### src/rtl/read_mem.sv
// Streams a programmed block of samples out of a dual-port buffer memory onto an
// AXI4-Stream master, reading through a 1-cycle-latency memory read port.
module read_mem #(
    parameter int N = 8,
    parameter int B = 4
) (
    input  logic         aclk,
    input  logic         aresetn,
    output logic         mem_en,
    output logic [N-1:0] mem_addr,
    input  logic [B-1:0] mem_do,
    output logic [B-1:0] m_axis_tdata,
    output logic         m_axis_tvalid,
    input  logic         m_axis_tready,
    output logic         m_axis_tlast,
    output logic         busy,
    output logic         done,
    input  logic         START_REG,
    input  logic [N-1:0] ADDR_REG,
    input  logic [N-1:0] NSAMP_REG
);

    localparam logic [1:0] S_IDLE = 2'd0;
    localparam logic [1:0] S_INIT = 2'd1;
    localparam logic [1:0] S_RUN  = 2'd2;
    localparam logic [1:0] S_DONE = 2'd3;

    localparam logic [N-1:0] ONE = {{(N-1){1'b0}}, 1'b1};

    logic [1:0]   state;
    logic         start_r;
    logic         start_ev;
    logic [N-1:0] addr_base;
    logic [N-1:0] nsamp;
    logic [N-1:0] issued;
    logic [N-1:0] delivered;

    logic         rd_vld_p1;
    logic [B-1:0] fifo_mem [2];
    logic         wr_ptr;
    logic         rd_ptr;
    logic [1:0]   fifo_cnt;

    logic         in_run;
    logic         issue;
    logic         push;
    logic         pop;
    logic         last_beat;

    // A new read may only go out if, after this cycle's pop, the buffered
    // entries plus the read whose data arrives next edge leave a free slot.
    function automatic logic has_room(input logic [1:0] cnt, input logic infl,
                                      input logic pp);
        logic [2:0] level;
        level = {1'b0, cnt} + {2'b00, infl} - {2'b00, pp};
        return level < 3'd2;
    endfunction

    assign start_ev  = START_REG && !start_r;
    assign in_run    = (state == S_RUN);
    assign pop       = m_axis_tvalid && m_axis_tready;
    assign push      = rd_vld_p1 && in_run;
    assign issue     = in_run && (issued < nsamp) && has_room(fifo_cnt, rd_vld_p1, pop);
    assign last_beat = (delivered == nsamp - ONE);

    assign mem_en        = issue;
    assign mem_addr      = addr_base + issued;
    assign m_axis_tvalid = (fifo_cnt != 2'd0);
    assign m_axis_tdata  = m_axis_tvalid ? fifo_mem[rd_ptr] : '0;
    assign m_axis_tlast  = m_axis_tvalid && last_beat;
    assign busy          = in_run;
    assign done          = (state == S_DONE);

    // Control: start detection, block state, counters, read tracking.
    // start_r resets high so a START_REG already high at reset release is not
    // mistaken for a fresh rising edge.
    always_ff @(posedge aclk or negedge aresetn) begin
        if (!aresetn) begin
            state     <= S_IDLE;
            start_r   <= 1'b1;
            addr_base <= '0;
            nsamp     <= '0;
            issued    <= '0;
            delivered <= '0;
            rd_vld_p1 <= 1'b0;
        end else begin
            start_r   <= START_REG;
            rd_vld_p1 <= issue && START_REG;
            case (state)
                S_IDLE: begin
                    if (start_ev) begin
                        addr_base <= ADDR_REG;
                        nsamp     <= NSAMP_REG;
                        issued    <= '0;
                        delivered <= '0;
                        state     <= S_INIT;
                    end
                end
                S_INIT: begin
                    if (!START_REG) begin
                        state <= S_IDLE;
                    end else if (nsamp == '0) begin
                        state <= S_DONE;
                    end else begin
                        state <= S_RUN;
                    end
                end
                S_RUN: begin
                    if (!START_REG) begin
                        state <= S_IDLE;
                    end else begin
                        if (issue) begin
                            issued <= issued + ONE;
                        end
                        if (pop) begin
                            delivered <= delivered + ONE;
                        end
                        if (pop && last_beat) begin
                            state <= S_DONE;
                        end
                    end
                end
                default: begin
                    if (!START_REG) begin
                        state <= S_IDLE;
                    end
                end
            endcase
        end
    end

    // Output FIFO bookkeeping; anything other than an active block flushes it.
    always_ff @(posedge aclk or negedge aresetn) begin
        if (!aresetn) begin
            wr_ptr   <= 1'b0;
            rd_ptr   <= 1'b0;
            fifo_cnt <= 2'd0;
        end else if (in_run && START_REG) begin
            if (push) begin
                wr_ptr <= ~wr_ptr;
            end
            if (pop) begin
                rd_ptr <= ~rd_ptr;
            end
            fifo_cnt <= fifo_cnt + {1'b0, push} - {1'b0, pop};
        end else begin
            wr_ptr   <= 1'b0;
            rd_ptr   <= 1'b0;
            fifo_cnt <= 2'd0;
        end
    end

    // Memory data stage: the word requested last cycle lands in the FIFO.
    always_ff @(posedge aclk) begin
        if (push) begin
            fifo_mem[wr_ptr] <= mem_do;
        end
    end

endmodule

### config.mk
export PLATFORM = sky130hd
export DESIGN_NAME = read_mem
export DESIGN_NICKNAME = d
export VERILOG_FILES = /design/src/rtl/read_mem.sv
export SDC_FILE = /design/constraint.sdc
export NUM_CORES = 1
export LEC_CHECK = 0
export ABC_AREA = 1
export CAP_MARGIN = 30
export CELL_PAD_IN_SITES_DETAIL_PLACEMENT = 1
export CELL_PAD_IN_SITES_GLOBAL_PLACEMENT = 1
export CORE_MARGIN = 2
export CORE_UTILIZATION = 35
export DETAILED_ROUTE_END_ITERATION = 16
export PLACE_DENSITY_LB_ADDON = 0.1
export SYNTH_ARGS = -nofsm -noshare
export SYNTH_HDL_FRONTEND = slang
export SYNTH_SLANG_ARGS = --single-unit
### constraint.sdc
create_clock -name aclk -period 2.4 [get_ports aclk]
set_clock_uncertainty 0.15 [all_clocks]
set_input_delay 0.48 -clock aclk [delete_from_list [all_inputs] [get_ports aclk]]
set_output_delay 0.48 -clock aclk [all_outputs]
set_load 0.005 [all_outputs]
==> impl_metrics.ini <==
[status]
run_status = finished, violations left
violations = negative setup slack

[grt]
grt_max_degree = 23
grt_usage_pct = 18.99
grt_pass1_wl_mm = 14.56
grt_pass1_vias = 3050
gr-total-overflow = 0
antenna_found_initial = 0

[die]
rows = 33
die_w_um = 96.98
ios = 41
die_y_um = 96.98
coreArea_um2 = 8299
dieArea_um2 = 9404
start_util_pct = 36.45

[synthesis]
ys_seq_area_share_pct = 41.07
synth_area_um2 = 3025
synthTopCellsByArea = dfrtp_1 32%, nand2_1 14%, ha_1 8.3%, edfxtp_1 7.9%, inv_1 5.2%
async_reset_ff_share_pct = 83.33
synth_top_area_cell = dfrtp_1
yosysWarningCount = 0
synth_top_area_share_pct = 32.26
ys_types = 31
synthCells = 380
synthMostInstantiatedCell = nand2_1
synth-edff-count = 8
synth_seq_cells = 48
synthTopCellsByCount = 111 x nand2_1, 42 x inv_1, 40 x nor2_1, 39 x dfrtp_1, 24 x a21oi_1
synth_nets = 426
syn_avg_cell_area_um2 = 7.962
synth_ff_type = dfrtp_1

[cts]
numCtsBuffers = 5
cts_buffer_depth = 2
htreeDepth = 2
tritoncts = built
cts_root_buffer = clkbuf_8
clock-sinks = 48
clk_latency_ns = 0.30
clk_pin_slew_ns = 0.09

[placed_design]
place_area_um2 = 3943
place_hpwl_mm = 6.504
place_congestion = 0.8106
io_buffers = 40
place_inst = 569
dp_slack_ns = -0.9220

[timing]
setup_viol = 13
period_minus_slack_ns = 2.709
worst_slack_ns = -0.3092
grt_setup_unrepaired = yes
slew_viol_final = 0
worstMarginPinSlew_ns = 0.5735
finalCritPeriodShare_pct = 112.9
fmax_mhz = 369.1
timing.final.hold_violations = 0
relSlewSlack_pct = 61.77
fin_tns_setup_ns = -0.7197

[critical_path]
cp_max_fo = 2
endpoint_kind = output port
crit_type = flop to output port
cp.depth = 9
worstPathCellList = nor2_4 > nor2_8 > ha_4 > inv_2 > nand2_2 > fa_2 > nand2_2 > nor3_2 > buf_2
cp_top_family = adder cells
path_buf_inv = 2
cp.arrival_ns = 2.08
worstSetupStartpointType = flop
crit_required_ns = 1.77
max_stage_delay_ns = 0.52
worstRegToRegCells = 12
cpMaxStageDelayCell = fa_2
crit_top_cell = nand2_2

[detailed_routing]
drtIter0Drc = 69
antenna_left = 0
routedWlPerCell_um = 14.19
routed_via_density = 4.794
drtPass1Iterations = 4
route.final.wire_length_mm = 8.316
num_vias = 2809
drt_drc_violations_left = 0

[finish]
multi_input_area_um2 = 1789
nFillCells = 994
n_antenna_cell = 0
finalInstanceArea_um2 = 4335
regArea_um2 = 1245
area_growth_pct = 43.30
layout.nets = 526
final_cells = 586
final_layout_size_suffix_gt1_share_pct = 29.73

[pwr]
leakagePower_nw = 2.128
ir_worst_vdd_v = 0.0004487
power.density_nw_per_um2 = 903.6

[hold_path]
min_path_type = input port to async pin

[flow_run]
maxCapViolCount = 0
==> metal layers <==
layer  share of wire (%)  vias up  GRT usage [%]  wire length, um
li1                    -     1402              -                -
met1                  44     1364          23.34             3646
met2                  52       36          34.67             4354
met3                 2.5        7          2.818              208
met4                 1.3        0          4.875              106
met5                   0        -              0                0
==> logic make-up (layout without fill, tap and decap cells) <==
| kind of cell | after synthesis | after routing | share of synthesized area [%] |
|---|---|---|---|
| compound gates | 43 | 43 | 7.652 |
| xor+xnor | 20 | 20 | 5.790 |
| fa+ha+maj | 22 | 22 | 9.595 |
| buf+inv | 49 | 150 | 6.451 |
| flops | 48 | 48 | 41.07 |
| simple gates | 198 | 198 | 29.45 |
==> worst paths after layout <==
kind / slack (ns) / startpoint / endpoint
worst max-delay path: -0.31 / fifo_cnt[1] / mem_en
worst min-delay path: 0.02 / aresetn / issued[3]
worst max register to register: -0.02 / fifo_cnt[1] / issued[7]
worst min register to register: 0.37 / addr_base[5] / addr_base[5]
max in group asynchronous: 1.49 / aresetn / nsamp[6]
min in group aclk: 0.37 / addr_base[5] / addr_base[5]
==> area by class of cell <==
class | instances | area share [%]
clock inverters | 3 | 2.078
multi-input cells | 283 | 41.27
well taps | 105 | 3.030
flip-flops and latches | 48 | 28.72
inverters | 45 | 3.896
clock buffers | 5 | 1.587
repair buffers | 97 | 19.42
==> cell usage in the layout (no fill, tap or decap), types with 6 or more instances in the layout <==
master           count
inv_2                8
edfxtp_1             8
a21oi_1             22
xnor2_1              6
nand2_1             95
nor2_2               6
o21ai_0             13
buf_4               47
inv_1               37
buf_6                8
nor2_1              34
xor2_1              11
nand2_2             20
clkdlybuf4s50_1     27
nand3_1             17
nor2_4               6
dfrtp_1             37
ha_1                14
buf_2                8
==> state kept, by name, indices dropped and copies added (netlist names) <==
signal,flops
fifo_mem,8
wr_ptr,1
fifo_cnt,2
rd_vld_p1,1
delivered,8
rd_ptr,1
issued,8
addr_base,8
state,2
start_r,1
nsamp,8
==> where the power goes <==
| group | switching, mW | internal, mW | total [mW] | leakage (nW) |
|---|---|---|---|---|
| Clock | 0.281 | 0.521 | 0.802 | 0.0784 |
| Sequential | 0.180 | 1.00 | 1.18 | 0.595 |
| Combinational | 1.01 | 0.926 | 1.93 | 1.45 |
| Total | 1.47 | 2.45 | 3.92 | 2.13 |
==> metrics by stage <==
step / hold slack (ns) / utilization [%] / power [mW]
2_1_floorplan: 0.03441 / - / 2.027
3_3_place_gp: 0.3433 / 47.50 / 2.843
3_5_place_dp: 0.3472 / 47.50 / 2.891
4_1_cts: 0.03031 / 51.24 / 3.860
5_1_grt: 0.04067 / 52.24 / 4.248
6_report: 0.01988 / 52.24 / 3.917
==> timing repair <==
action,in CTS,in global routing
pin swaps,27,26
gates cloned,0,0
resized for setup,64,27
hold buffers,0,0
setup endpoints to repair,19,20
setup buffers,7,3
(Power assumes the default switching activity.)
